<file path="config.mk">
export PLATFORM = sky130hd
export DESIGN_NAME = bp_update_sequencer
export DESIGN_NICKNAME = d
export VERILOG_FILES = /design/src/rtl/ariane_pkg.sv /design/src/rtl/bp_upd_fifo.sv /design/src/rtl/bp_update_sequencer.sv
export SDC_FILE = /design/constraint.sdc
export NUM_CORES = 1
export LEC_CHECK = 0
export ABC_AREA = 1
export BUFFER_PORTS_ARGS = -buffer_cell sky130_fd_sc_hd__buf_4
export CAP_MARGIN = 15
export CORE_ASPECT_RATIO = 1.75
export CORE_MARGIN = 4
export CORE_UTILIZATION = 65
export CTS_BUF_LIST = sky130_fd_sc_hd__clkbuf_2
export DETAILED_ROUTE_END_ITERATION = 8
export PLACE_DENSITY = 0.95
export SLEW_MARGIN = 20
export SYNTH_ARGS = -nofsm -noshare
export SYNTH_HDL_FRONTEND = slang
export SYNTH_SLANG_ARGS = --single-unit
</file>
<file path="constraint.sdc">
create_clock -name clk_i -period 2.7 [get_ports clk_i]
set_input_delay 0.135 -clock clk_i [delete_from_list [all_inputs] [get_ports clk_i]]
set_output_delay 0.135 -clock clk_i [all_outputs]
set_load 0.1 [all_outputs]
</file>
<file path="src/rtl/ariane_pkg.sv">
// ariane_pkg: shared branch-predictor update types for the update sequencer
package ariane_pkg;
  localparam int unsigned BP_VLEN = 39;
  typedef enum logic [2:0] {NoCF, Branch, Jump, JumpR, Return} cf_t;
  typedef enum logic {UPD_BHT, UPD_BTB} bp_upd_kind_e;
  typedef struct packed {
    bp_upd_kind_e       kind;
    logic [BP_VLEN-1:0] pc;
    logic [BP_VLEN-1:0] target;
    logic               taken;
  } bp_upd_entry_t;
endpackage

</file>
<file path="src/rtl/bp_upd_fifo.sv">
// bp_upd_fifo: DEPTH-entry FIFO of predictor update records with flush
module bp_upd_fifo
  import ariane_pkg::*;
#(
  parameter int unsigned DEPTH = 4
) (
  input  logic          clk_i,
  input  logic          rst_ni,
  input  logic          flush_i,
  input  logic          push_i,
  input  logic          pop_i,
  input  bp_upd_entry_t data_i,
  output bp_upd_entry_t data_o,
  output logic          full_o,
  output logic          empty_o
);
  localparam int unsigned AW = $clog2(DEPTH);
  bp_upd_entry_t mem_q [DEPTH];
  logic [AW:0] wr_q, rd_q;
  assign data_o  = mem_q[rd_q[AW-1:0]];
  assign empty_o = wr_q == rd_q;
  assign full_o  = (wr_q[AW] != rd_q[AW]) && (wr_q[AW-1:0] == rd_q[AW-1:0]);
  // storage and wrap-bit pointers; flush discards everything queued
  always_ff @(posedge clk_i or negedge rst_ni) begin
    if (!rst_ni) begin
      mem_q <= '{default: '0};
      wr_q  <= '0;
      rd_q  <= '0;
    end else if (flush_i) begin
      wr_q <= '0;
      rd_q <= '0;
    end else begin
      if (push_i) begin
        mem_q[wr_q[AW-1:0]] <= data_i;
        wr_q <= wr_q + 1'b1;
      end
      if (pop_i) rd_q <= rd_q + 1'b1;
    end
  end
endmodule

</file>
<file path="src/rtl/bp_update_sequencer.sv">
// bp_update_sequencer: queue resolved branches and drain them to BHT/BTB, or sweep-clear both tables; optional perf counters under BP_UPDATE_SEQ_PERF_EN
module bp_update_sequencer
  import ariane_pkg::*;
#(
  parameter int unsigned VLEN       = BP_VLEN,
  parameter int unsigned DEPTH      = 4,
  parameter int unsigned NR_ENTRIES = 64
) (
  input  logic                          clk_i,
  input  logic                          rst_ni,
  input  logic                          res_valid_i,
  input  logic [VLEN-1:0]               res_pc_i,
  input  logic [VLEN-1:0]               res_target_i,
  input  logic                          res_taken_i,
  input  logic                          res_mispredict_i,
  input  logic [2:0]                    res_cf_i,
  input  logic                          clear_i,
  output logic                          bht_valid_o,
  output logic [VLEN-1:0]               bht_pc_o,
  output logic                          bht_taken_o,
  input  logic                          bht_ready_i,
  output logic                          btb_valid_o,
  output logic [VLEN-1:0]               btb_pc_o,
  output logic [VLEN-1:0]               btb_target_o,
  input  logic                          btb_ready_i,
  output logic                          clr_o,
  output logic [$clog2(NR_ENTRIES)-1:0] clr_idx_o,
  output logic                          busy_o,
  output logic                          drop_o
`ifdef BP_UPDATE_SEQ_PERF_EN
  ,
  output logic [15:0]                   perf_drop_cnt_o,
  output logic [15:0]                   perf_clr_cnt_o
`endif
);
  localparam int unsigned CW = $clog2(NR_ENTRIES);
  typedef enum logic {IDLE, CLEAR} state_e;
  state_e state_q, state_d;
  logic [CW-1:0] cnt_q, cnt_d;
  bp_upd_entry_t in_entry, head;
  logic full, empty, push, pop, want, accept, sweeping, head_bht_v, head_btb_v;
  assign sweeping   = state_q == CLEAR;
  assign want       = res_valid_i && (cf_t'(res_cf_i) == Branch || (cf_t'(res_cf_i) == JumpR && res_mispredict_i));
  assign accept     = want && !sweeping && !clear_i;
  assign head_bht_v = !sweeping && !empty && head.kind == UPD_BHT;
  assign head_btb_v = !sweeping && !empty && head.kind == UPD_BTB;
  assign pop        = (head_bht_v && bht_ready_i) || (head_btb_v && btb_ready_i);
  assign push       = accept && (!full || pop);
  assign drop_o     = accept && full && !pop;
  assign in_entry   = '{kind: cf_t'(res_cf_i) == JumpR ? UPD_BTB : UPD_BHT, pc: res_pc_i,
                        target: res_target_i, taken: res_taken_i};
  bp_upd_fifo #(.DEPTH(DEPTH)) u_fifo (
    .clk_i   (clk_i),
    .rst_ni  (rst_ni),
    .flush_i (clear_i && !sweeping),
    .push_i  (push),
    .pop_i   (pop),
    .data_i  (in_entry),
    .data_o  (head),
    .full_o  (full),
    .empty_o (empty)
  );
  assign clr_o        = sweeping;
  assign clr_idx_o    = cnt_q;
  assign bht_valid_o  = sweeping || head_bht_v;
  assign btb_valid_o  = sweeping || head_btb_v;
  assign bht_pc_o     = head_bht_v ? head.pc : '0;
  assign bht_taken_o  = head_bht_v && head.taken;
  assign btb_pc_o     = head_btb_v ? head.pc : '0;
  assign btb_target_o = head_btb_v ? head.target : '0;
  assign busy_o       = !empty || sweeping;
  // sweep state and index
  always_ff @(posedge clk_i or negedge rst_ni) begin
    if (!rst_ni) begin
      state_q <= IDLE;
      cnt_q   <= '0;
    end else begin
      state_q <= state_d;
      cnt_q   <= cnt_d;
    end
  end
  // a clear request (re)starts the sweep; the index only moves when both tables accept
  always_comb begin
    state_d = state_q;
    cnt_d   = cnt_q;
    if (clear_i) begin
      state_d = CLEAR;
      cnt_d   = '0;
    end else if (sweeping && bht_ready_i && btb_ready_i) begin
      cnt_d   = cnt_q + 1'b1;
      state_d = cnt_q == CW'(NR_ENTRIES - 1) ? IDLE : CLEAR;
    end
  end
`ifdef BP_UPDATE_SEQ_PERF_EN
  logic sweep_done;
  assign sweep_done = sweeping && !clear_i && bht_ready_i && btb_ready_i && cnt_q == CW'(NR_ENTRIES - 1);
  // saturating drop and completed-sweep counters
  always_ff @(posedge clk_i or negedge rst_ni) begin
    if (!rst_ni) begin
      perf_drop_cnt_o <= '0;
      perf_clr_cnt_o  <= '0;
    end else begin
      if (drop_o && perf_drop_cnt_o != 16'hFFFF) perf_drop_cnt_o <= perf_drop_cnt_o + 1'b1;
      if (sweep_done && perf_clr_cnt_o != 16'hFFFF) perf_clr_cnt_o <= perf_clr_cnt_o + 1'b1;
    end
  end
`endif
endmodule

</file>
==> results by group, run 1 <==
Run status
  – Status: did not finish
  – Failing step: 5_1_grt
  – Error: [ERROR GRT-0232] Routing congestion too high. Check the congestion heatmap in the GUI.

STA
  – Worst EP kind: output port
  – Worst_ep grt: btb_pc_o[22]

Synthesis
  – Post-Synthesis Net Count: around 2,300
  – Cell count after synthesis: between 2,000 and 2,500
  – Synthesis-stage register bit count: between 300 and 400
  – Synth Cell Area: 0.01673 mm^2
  – Synth cell types: 28
  – YS warnings: 0
  – Sequential share of the synthesized area: 0.4980
  – Synthesized area per cell: 7.754 um^2

Floorplanning
  – I/O pins: 218
  – Row cnt: 77
  – Die height: between 200 and 250 um
  – Starting Density: 0.6604
  – Die W: 129.3 um

Placement
  – Placed inst area: 0.01873 mm^2
  – Post-DP HPWL: between 20,000 and 30,000 um
  – Routability congestion estimate from global placement: slightly above 0.8
  – Port bufs: 217

Clock network
  – CTS max path bufs: 3
  – CTS root buf: clkbuf_2
  – H-tree depth: 3
  – CTS buffer count: 72
  – TritonCTS sink count: 333

GRT
  – Largest net degree at the start of global routing: about 130
  – Congestion Overflow GR: ~180
  – GRT Util Overall: 0.8372
## what timing repair did
item                                    CTS
endpoints found under the hold margin   666
gates resized for setup                 542
setup buffers                            40
hold buffers                             93
gates cloned                             28
pin swaps                                44
endpoints found under the setup margin  121
## layer usage
metal / GRT usage / GRT overflow
met5: 0.4189 / 1
met4: 0.8448 / 83
met3: 0.7389 / 3
met2: 0.9560 / 93
met1: 0.8263 / 2
## through the flow
stage,utilization,std cells,worst slack (ns),setup TNS (ns),hold slack (ns)
CTS,0.9339,2809,-0.2590,-20.97,0.006119
global placement,0.7391,2526,0.2354,0,0.1241
floorplan,-,2158,-0.1984,-6.867,-0.1606
detailed placement,0.7391,2526,0.1474,0,0.1319
## cells by family after synthesis
| group | share of synthesized area |
|---|---|
| AO/OA/AOI/OAI | 0.07410 |
| XOR/XNOR | 0.002019 |
| adder cells (fa/ha/maj) | 0.004487 |
| buffers and inverters | 0.05698 |
| flip-flops | 0.4980 |
| AND/OR/NAND/NOR | 0.3644 |
## synthesized netlist by cell type
library cell,count,area share
a211oi_1,1,0.00045
a21oi_1,83,0.025
a31oi_1,1,0.00037
a32o_1,39,0.023
buf_1,33,0.0074
buf_2,40,0.012
buf_4,14,0.0063
buf_6,2,0.0013
clkbuf_1,117,0.026
clkinv_1,1,0.00022
dfrtp_1,333,0.50
ha_1,6,0.0045
inv_1,13,0.0029
inv_2,1,0.00022
inv_4,1,0.00037
nand2_1,790,0.18
nand3_1,16,0.0048
nand3_2,3,0.0018
nand3_4,1,0.0010
nand4_1,323,0.12
nand4_2,2,0.0015
nor2_1,245,0.055
nor2b_1,1,0.00037
nor3_1,4,0.0012
nor4_2,1,0.00075
o21ai_0,84,0.025
xnor2_2,1,0.00097
xor2_1,2,0.0010
==> run 2, diff against run 1 <==
Settings changed: CORE_ASPECT_RATIO 1.75 to unset, CORE_UTILIZATION 65 to 40, CTS_BUF_LIST sky130_fd_sc_hd__clkbuf_2 to unset, PLACE_DENSITY 0.95 to unset, PLACE_DENSITY_LB_ADDON set to 0.15.
==> results by group, run 2 <==
Synthesis
  – Most numerous cell in the Yosys netlist: nand2_1
  – Synth top area share: 0.4980 (unchanged)
  – Cell count after synthesis: 2,158 (unchanged)
  – Main synth FF type: dfrtp_1
  – Async set or reset register ratio after synthesis: 1.000 (unchanged)
  – Synth area leaders: dfrtp_1, nand2_1, nand4_1
  – Synth cell types: 28 (unchanged)
  – Synthesis-stage register bit count: 333 (unchanged)
  – Post-Synthesis Net Count: 2,253 (unchanged)
  – YS warnings: 0 (unchanged)
  – Synth Cell Area: 0.01673 mm^2 (unchanged)
  – Post-synth EDFFs: 0 (unchanged)
  – Sequential share of the synthesized area: 0.4980 (unchanged)
  – Synthesized area per cell: 7.754 um^2 (unchanged)
  – Commonest cells post-synth: nand2_1, dfrtp_1, nand4_1
  – Area leader, netlist: dfrtp_1

STA
  – RSZ-0062 raised after global routing: true
  – Tcrit/Tclk final: 0.9777
  – FMAX: roughly 0.38 GHz
  – Final setup viols: 0
  – Relative slew slack: 0.5509
  – Worst Tran Pin Value: between 0.6 and 0.7 ns
  – Hold Fails Final Rpt: 0
  – Final Max Slew Viols: 0
  – Fin Clk Skew: 0.01349 ns
  – Min Hold Slack: 0.07112 ns
  – Setup TNS: 0 ns
  – Tmin final: between 2 and 3 ns

Placement
  – Routability congestion estimate from global placement: 0.7907 (-4.7%)
  – Post-DP HPWL: 30,870 um (+5.3%)
  – Placed inst area: 0.01907 mm^2 (+1.8%)
  – Port bufs: 217 (unchanged)

Layout
  – Commonest cells after routing, fill and taps aside: nand2_1, dfrtp_1, nand4_1
  – Max FFs per register: 320
  – Layout cells sized above 1: 0.1980
  – # diodes: 0
  – Post-route cell area: 0.02173 mm^2
  – Nets: around 2,500
  – Reg with most FFs: u_fifo.mem_q
  – Area Overhead vs Synth: 29.88%
  – Most common cell after layout, fill and taps aside: nand2_1
  – Layout Utilization: 0.5286

Clock network
  – Clock-pin slew on the worst setup and hold paths: about 0.060 ns
  – H-tree depth: 2 (-1)
  – CTS buffer count: 39 (-46%)
  – CTS tree: done
  – Worst-Skew Late Latency: between 0.5 and 0.6 ns
  – TritonCTS sink count: 333 (unchanged)
  – CTS max path bufs: 3 (unchanged)
  – CTS root buf: clkbuf_16

Setup path
  – Critical Path RT: around 2.6 ns
  – CP Class: reg2out
  – Crit end category: primary output
  – Setup crit start kind: flip-flop
  – R2R setup slack: around 0.21 ns
  – CP max FO: 10
  – Crit path DAT: 2.50 ns

Route
  – Drt drc: 0
  – Via density per instance: between 5 and 6
  – Drt total wl: approximately 58,000 um
  – Vias after detailed routing: ~17,000
  – First drt pass iteration count: 5
  – WL/cell: 19.94 um
  – Initial DRC Count: ~1,500
  – Final ANT Viol Nets: 0

Floorplanning
  – Die height: 212.5 um (-3.5%)
  – Starting Density: 0.4070 (-0.2533)
  – Core area: 0.04111 mm^2
  – Die W: 212.5 um (+64%)
  – I/O pins: 218 (unchanged)
  – Row cnt: 74 (-3.9%)
  – Die area: 0.04517 mm^2

GRT
  – First-pass GRT wire length: ~91,000 um
  – GRT Util Overall: 0.2501
  – Initial antenna violation count: 0
  – Largest net degree at the start of global routing: 138
  – Congestion Overflow GR: 0
  – Vias in the first global route: between 15,000 and 20,000

Pwr
  – Share of power burned in combinational logic: 0.139
  – Leakage: approximately 11 nW
  – Sw frac: 0.2761
  – Power Density: 547.1 mW/mm^2
  – Internal power: 8.606 mW
  – VDD IR max: ~0.00036 V
  – Clock share of power: 0.436
  – Sequential share of power: 0.425
  – NetSw: 3.283 mW
  – Total power: 11.89 mW

Run
  – Max Cap Viol: 0

Run status
  – Status: finished clean

Hold path
  – Min-Delay Path Class: in2reg
-- run 2: metal layers --
layer | vias up | GRT usage | routed length [um]
met5 | - | 0 | 0
met4 | 0 | 0.06686 | 1008
met3 | 73 | 0.03350 | 3408
met2 | 509 | 0.4173 | 28160
met1 | 8210 | 0.3464 | 25660
li1 | 7724 | - | -
-- run 2: critical path, cell delays in order, from the launching register on --
cell     delay, ns
dfrtp_4       0.55
inv_4         0.11
nand2_1       0.07
nand2_1       0.07
nand2_1       0.09
nand2_4       0.22
nand2_8       0.19
buf_12        0.20
a21oi_1       0.19
buf_6         0.26
-- run 2: final cells by class --
class / instances / area [um^2]
clock buffers: 58 / 1190
clock inverters: 12 / 63.81
fillers: 3938 / 19380
inverters: 16 / 72.57
multi-input cells: 1606 / 7908
flip-flops and latches: 333 / 8342
well taps: 532 / 665.6
repair buffers: 364 / 3491
-- run 2: path summary, 6_finish.rpt --
path / from / endpoint / depth (start not counted)
min reg2reg: u_fifo.mem_q[165] / u_fifo.mem_q[165] / 2
max: u_fifo.rd_q[0] / btb_target_o[26] / 9
min: res_cf_i[1] / u_fifo.mem_q[319] / 5
max reg2reg: u_fifo.rd_q[0] / u_fifo.mem_q[21] / 12
min in group asynchronous: rst_ni / u_fifo.mem_q[232] / 2
max in group asynchronous: rst_ni / u_fifo.mem_q[290] / 3
-- run 2: cells by family after synthesis --
kind of cell,Yosys count,synth area share
xor+xnor,3,0.002019
buf+inv,222,0.05698
fa+ha+maj,6,0.004487
simple gates,1386,0.3644
compound gates,208,0.07410
flops,333,0.4980
-- run 2: through the flow --
stage,setup slack (ns),instances
floorplan,-0.1984,2158
global route,-0.05828,2921
CTS,0.004422,2913
finish,0.06033,2921
global placement,0.2679,2752
detailed placement,0.2215,2752
-- run 2: power by group through the flow --
stage / clock network, mW / registers (mW) / logic [mW]
floorplan: 0 / 5.14 / 0.880
global placement: 0 / 5.15 / 1.47
detailed placement: 0 / 5.15 / 1.48
CTS: 5.29 / 5.05 / 1.62
global route: 5.50 / 5.06 / 1.80
finish: 5.18 / 5.05 / 1.65
-- run 2: repair_timing --
| item | CTS | global route |
|---|---|---|
| endpoints found under the setup margin | 121 | 119 |
| gates resized for setup | 22 | 64 |
| setup buffers | 6 | 3 |
| hold buffers | 82 | 0 |
| hold endpoints to repair | 393 | 0 |
| pin swaps | 2 | 3 |
| gates cloned | 3 | 5 |
(Power assumes the default switching activity.)
==> run 3, diff against run 2 <==
Settings changed: BUFFER_PORTS_ARGS -buffer_cell sky130_fd_sc_hd__buf_4 to -buffer_cell sky130_fd_sc_hd__buf_2.
==> results by group, run 3 (synthesis gave the netlist of run 2 again) <==
Floorplanning
  – Starting Density: 0.4070 (unchanged)
  – Die height: 212.5 um (unchanged)
  – Core area: 0.04111 mm^2 (unchanged)
  – Row cnt: 74 (unchanged)
  – Die area: 0.04517 mm^2 (unchanged)
  – Die W: 212.5 um (unchanged)
  – I/O pins: 218 (unchanged)

Clock network
  – Worst-Skew Late Latency: 0.54 ns (about the same)
  – TritonCTS sink count: 333 (unchanged)
  – CTS buffer count: 39 (unchanged)
  – CTS tree: done
  – CTS max path bufs: 3 (unchanged)
  – H-tree depth: 2 (unchanged)
  – Clock-pin slew on the worst setup and hold paths: 0.06 ns (about the same)
  – CTS root buf: clkbuf_16

Layout
  – Fillers: 3,800 (-3.5%)
  – Most common cell after layout, fill and taps aside: nand2_1
  – Layout cells sized above 1: 0.1926 (-0.005423)
  – Nets: 2,435 (-0.81%)
  – Area Overhead vs Synth: 33.40%
  – Commonest cells after routing, fill and taps aside: nand2_1, dfrtp_1, nand4_1
  – # diodes: 0 (unchanged)
  – Reg with most FFs: u_fifo.mem_q
  – Max FFs per register: 320 (unchanged)

Placement
  – Routability congestion estimate from global placement: 0.7724 (-2.3%)
  – DP Worst Slack: 0.1277 ns (-0.09378 ns)
  – Post-DP HPWL: 30,340 um (-1.7%)
  – Port bufs: 217 (unchanged)

Route
  – Drt total wl: 56,970 um (-2.2%)
  – Vias after detailed routing: 16,430 (-0.53%)
  – Initial DRC Count: 1,473 (-3.9%)
  – Final ANT Viol Nets: 0 (unchanged)
  – WL/cell: 19.64 um (-1.5%)
  – Via density per instance: 5.665 (+0.19%)
  – First drt pass iteration count: 6 (+1)
  – Drt drc: 0 (unchanged)

GRT
  – First-pass GRT wire length: 90,360 um (-0.83%)
  – Vias in the first global route: 16,050 (-0.41%)
  – Congestion Overflow GR: 0 (unchanged)
  – GRT Util Overall: 0.2468 (-0.003384)
  – Initial antenna violation count: 1 (+1)
  – Largest net degree at the start of global routing: 149 (+8.0%)

Pwr
  – VDD IR max: 0.0003906 V (+9.4%)
  – Total power: 11.71 mW (-1.5%)
  – Power Density: 524.6 mW/mm^2 (-4.1%)
  – Leakage: 10.78 nW (about the same)

Setup path
  – Critical Path RT: 2.57 ns (about the same)
  – CP max FO: 68 (+58)
  – Worst reg2reg path depth: 12 (unchanged)
  – CP Class: reg2out
  – Crit path DAT: 2.49 ns (about the same)
  – Setup crit start kind: flip-flop
  – Crit end category: primary output

STA
  – FMAX: 0.3803 GHz (+0.38%)
  – Relative slew slack: 0.5369 (-0.01395)
  – Tmin final: 2.630 ns (-0.01012 ns)
  – Setup TNS: 0 ns (unchanged)
  – Final setup viols: 0 (unchanged)
  – Tcrit/Tclk final: 0.9739 (-0.003747)
  – Final Max Slew Viols: 0 (unchanged)
  – Final worst setup slack: 0.07045 ns (+0.01012 ns)
  – Fin Clk Skew: 0.01434 ns (+0.0008499 ns)
  – Worst Tran Pin Value: 0.6893 ns (+0.01562 ns)
  – Hold Fails Final Rpt: 0 (unchanged)

Run
  – Max Cap Viol: 0 (unchanged)

Run status
  – Status: finished clean

Hold path
  – Hold-critical path depth: 4 (-1)
  – Min-Delay Path Class: in2reg
run 3: cell count changes in the layout (fill, tap and decap cells not counted), sizes merged:
cell and change:
buf -14, clkbuf +6, clkinv -8, clkinvlp -2, dlygate4sd3 -1, inv +1, nand2 -3
run 3: path summary, 6_finish.rpt:
path | from | end | slack (ns)
worst min-delay path | res_cf_i[2] | u_fifo.mem_q[79] | 0.04
worst max register to register | u_fifo.rd_q[0] | u_fifo.mem_q[13] | 0.26
min in group asynchronous | rst_ni | u_fifo.mem_q[313] | 0.19
max in group asynchronous | rst_ni | u_fifo.mem_q[205] | 1.64
worst min register to register | u_fifo.mem_q[27] | u_fifo.mem_q[27] | 0.46
worst max-delay path | u_fifo.rd_q[0] | bht_pc_o[24] | 0.07
run 3: routing by layer:
layer | GRT usage | part of all wire | vias to the layer above
met4 | 0.05731 | 0.017 | 2
met1 | 0.3495 | 0.44 | 8116
met2 | 0.4054 | 0.48 | 554
met5 | 0 | 0.00023 | -
met3 | 0.03497 | 0.057 | 76
li1 | - | - | 7681
run 3: layout make-up:
class                      instances  area [um^2]  share of cell area
sequential                       333         8341              0.3737
multi-input combinational       1603         7968              0.3570
timing repair buffer             347         4068              0.1822
clock buffer                      66         1200             0.05376
tap                              532        665.6             0.02982
inverter                          16        65.06            0.002915
clock inverter                     3        15.01           0.0006726
run 3: power by group:
group | total, mW | leakage [nW] | switching [mW] | internal, mW
Combinational | 1.60 | 5.55 | 1.12 | 0.484
Clock | 5.05 | 0.595 | 2.05 | 3.01
Sequential | 5.06 | 4.63 | 0.0314 | 5.02
run 3: repair_timing:
action                                  in CTS  in global routing
endpoints found under the setup margin     108                 81
pin swaps                                    0                  1
setup buffers                                1                  1
hold endpoints to repair                   392                  0
hold buffers                                81                  0
resized for setup                           65                 40
gates cloned                                 1                  3
run 3: critical path, stage by stage (launching register included):
cell      delay, ns
dfrtp_4        0.54
inv_4          0.11
buf_8          0.40
nand2_1        0.11
a32o_1         0.32
nor2_2         0.11
clkbuf_4       0.33
run 3: metrics by stage:
step | util | hold slack, ns | cell area (um^2) | cells
after global placement | 0.4816 | 0.1854 | 19800 | 2744
after CTS | 0.5368 | 0.02709 | 22070 | 2896
after detailed placement | 0.4816 | 0.1821 | 19800 | 2744
after global routing | 0.5430 | 0.07635 | 22320 | 2900
after floorplan | - | -0.1606 | 16950 | 2158
final | 0.5430 | 0.04329 | 22320 | 2900
==> run 4, diff against run 3 <==
Settings changed: REMOVE_ABC_BUFFERS set to 1.
==> results by group, run 4 (synthesis gave the netlist of run 2 again) <==
Run status
  – Status: finished clean

Setup path
  – CP Buf/Inv Count: 2 (-1)
  – FF-to-FF End: u_fifo.mem_q[163]
  – CP Depth: 7 (+1)
  – R2R setup slack: 0.19 ns (-0.07 ns)
  – Max stage delay on crit path: 0.55 ns (about the same)
  – CP Class: reg2out
  – Reg2reg start: u_fifo.rd_q[0]
  – Delay-heaviest family, CP: flip-flops
  – CP max FO: 9 (-87%)
  – CP max stage cell: dfrtp_4
  – Critical path endpoint: bht_taken_o
  – Worst reg2reg path depth: 12 (unchanged)
  – Critical Path RT: 2.57 ns (about the same)
  – Critical Path Start: u_fifo.rd_q[0]
  – Crit end category: primary output
  – Setup crit start kind: flip-flop
  – Crit path DAT: 2.50 ns (about the same)
  – Crit-path cells: xnor2_2, nand3_1, nand2_1, inv_2, nand2_8, a21oi_1, buf_12

Route
  – Drt total wl: 57,690 um (+1.3%)
  – Via density per instance: 5.661 (about the same)
  – Routed wl met2: 28,050 um (+2.0%)
  – Final ANT Viol Nets: 0 (unchanged)
  – WL/cell: 19.82 um (+0.92%)
  – Top Metal Used: met4
  – Routed wl met3: 3545 um (+8.9%)
  – Vias after detailed routing: 16,470 (+0.27%)
  – Initial DRC Count: 1,516 (+2.9%)
  – First drt pass iteration count: 7 (+1)
  – Drt drc: 0 (unchanged)
  – Post-Route M1 WL: 25,120 um (-0.44%)

Floorplanning
  – Core area: 0.04111 mm^2 (unchanged)
  – Row cnt: 74 (unchanged)
  – Die W: 212.5 um (unchanged)
  – Die height: 212.5 um (unchanged)
  – Die area: 0.04517 mm^2 (unchanged)
  – Starting Density: 0.4070 (unchanged)
  – I/O pins: 218 (unchanged)

Clock network
  – H-tree depth: 2 (unchanged)
  – CTS root buf: clkbuf_16
  – Worst-Skew Late Latency: 0.53 ns (about the same)
  – CTS max path bufs: 3 (unchanged)
  – CTS tree: done
  – Clock-pin slew on the worst setup and hold paths: 0.06 ns (about the same)
  – TritonCTS sink count: 333 (unchanged)
  – CTS buffer count: 38 (-2.6%)

STA
  – Fin Clk Skew: 0.01109 ns (-0.003249 ns)
  – RSZ-0062 raised after global routing: true
  – Hold Fails Final Rpt: 0 (unchanged)
  – Worst Tran Pin Value: 0.8601 ns (+0.1707 ns)
  – Final setup viols: 0 (unchanged)
  – FMAX: 0.3792 GHz (-0.29%)
  – Final Max Slew Viols: 0 (unchanged)
  – Relative slew slack: 0.4266 (-0.1103)
  – Tcrit/Tclk final: 0.9767 (+0.002792)
  – Tmin final: 2.637 ns (+0.007540 ns)

Placement
  – DP Cell Count: 2,754 (+0.36%)
  – Port bufs: 217 (unchanged)
  – Routability congestion estimate from global placement: 0.7823 (+1.3%)
  – Placed inst area: 0.01969 mm^2 (-0.55%)
  – Post-DP HPWL: 31,120 um (+2.6%)

GRT
  – Largest net degree at the start of global routing: 177 (+19%)
  – Initial antenna violation count: 0 (-1)
  – Congestion Overflow GR: 0 (unchanged)
  – First-pass GRT wire length: 90,620 um (+0.30%)
  – Vias in the first global route: 16,250 (+1.2%)
  – GRT Util Overall: 0.2476 (+0.0008174)

Pwr
  – Share of power burned in combinational logic: 0.139 (+0.002)
  – Sequential share of power: 0.436 (+0.004)
  – Power Density: 520.0 mW/mm^2 (-0.88%)
  – Sw frac: 0.2760 (+0.003089)
  – Clock share of power: 0.425 (-0.007)
  – NetSw: 3.198 mW (about the same)
  – Leakage: 10.87 nW (+0.84%)
  – Internal power: 8.389 mW (-1.5%)
  – VDD IR max: 0.0003752 V (-4.0%)

Run
  – Max Cap Viol: 0 (unchanged)

Layout
  – Nets: 2,447 (+0.49%)
  – Area Overhead vs Synth: 33.16%
  – Layout Utilization: 0.5420 (-0.001004)
  – Max FFs per register: 320 (unchanged)
  – Fin cells: 2,910 (+0.34%)
  – Reg with most FFs: u_fifo.mem_q
  – # diodes: 0 (unchanged)
  – Layout cells sized above 1: 0.1665 (-0.02604)
  – Most common cell after layout, fill and taps aside: nand2_1
  – Commonest cells after routing, fill and taps aside: nand2_1, dfrtp_1, nand4_1
  – Post-route cell area: 0.02228 mm^2 (-0.19%)

Hold path
  – Min-Delay Path Class: in2reg
## run 4: worst min-delay path: stages
cell	delay, ns
buf_2	0.11
nor3_1	0.14
nand4_1	0.12
nand2_1	0.05
## run 4: metrics by stage
| step | hold slack [ns] | TNS [ns] | setup WS (ns) | total power, mW |
|---|---|---|---|---|
| 2_1_floorplan | -0.1606 | -5702.07 | -17.27 | 5.906 |
| 3_3_place_gp | 0.2052 | 0 | 0.3489 | 6.546 |
| 3_5_place_dp | 0.1960 | 0 | 0.3556 | 6.551 |
| 4_1_cts | 0.04094 | -0.02215 | -0.02215 | 11.63 |
| 5_1_grt | 0.05705 | -0.2361 | -0.03817 | 12.05 |
| 6_report | 0.06903 | 0 | 0.06291 | 11.59 |
## run 4: worst min-delay path by stage
stage | to | cells past startpoint | startpoint | slack, ns
after global routing | u_fifo.mem_q[319] | 4 | res_cf_i[2] | 0.06
after global placement | u_fifo.mem_q[40] | 1 | rst_ni | 0.21
after floorplan | clr_idx_o[0] | 0 | rst_ni | -0.16
after detailed placement | u_fifo.mem_q[40] | 1 | rst_ni | 0.20
after CTS | u_fifo.mem_q[319] | 4 | res_cf_i[2] | 0.04
final | u_fifo.mem_q[319] | 4 | res_cf_i[2] | 0.07
## run 4: what timing repair did
item,CTS,global route
setup endpoints to repair,96,102
pin swaps,0,1
gates resized for setup,98,30
gates cloned,1,3
hold endpoints to repair,389,0
hold buffers,81,0
buffers inserted,2,3
## run 4: layout make-up
type                    count  area, um^2
repair buffers            360        4262
multi-input cells        1603        7766
clock inverters            11       77.57
inverters                  16       65.06
clock buffers              55        1105
fillers                  3860       18830
well taps                 532       665.6
flip-flops and latches    333        8339
## run 4: power by group through the flow
stage               Clock (mW)  Sequential, mW  Combinational [mW]
CTS                       5.03            5.05                1.56
finish                    4.92            5.05                1.61
global route              5.24            5.05                1.76
floorplan                    0            5.23               0.673
global placement             0            5.14                1.40
detailed placement           0            5.15                1.41
## run 4: layer usage
metal / vias to the layer above / global-route usage
met5: - / 0
met4: 0 / 0.05664
met1: 8163 / 0.3470
met3: 70 / 0.03350
met2: 545 / 0.4126
li1: 7695 / -
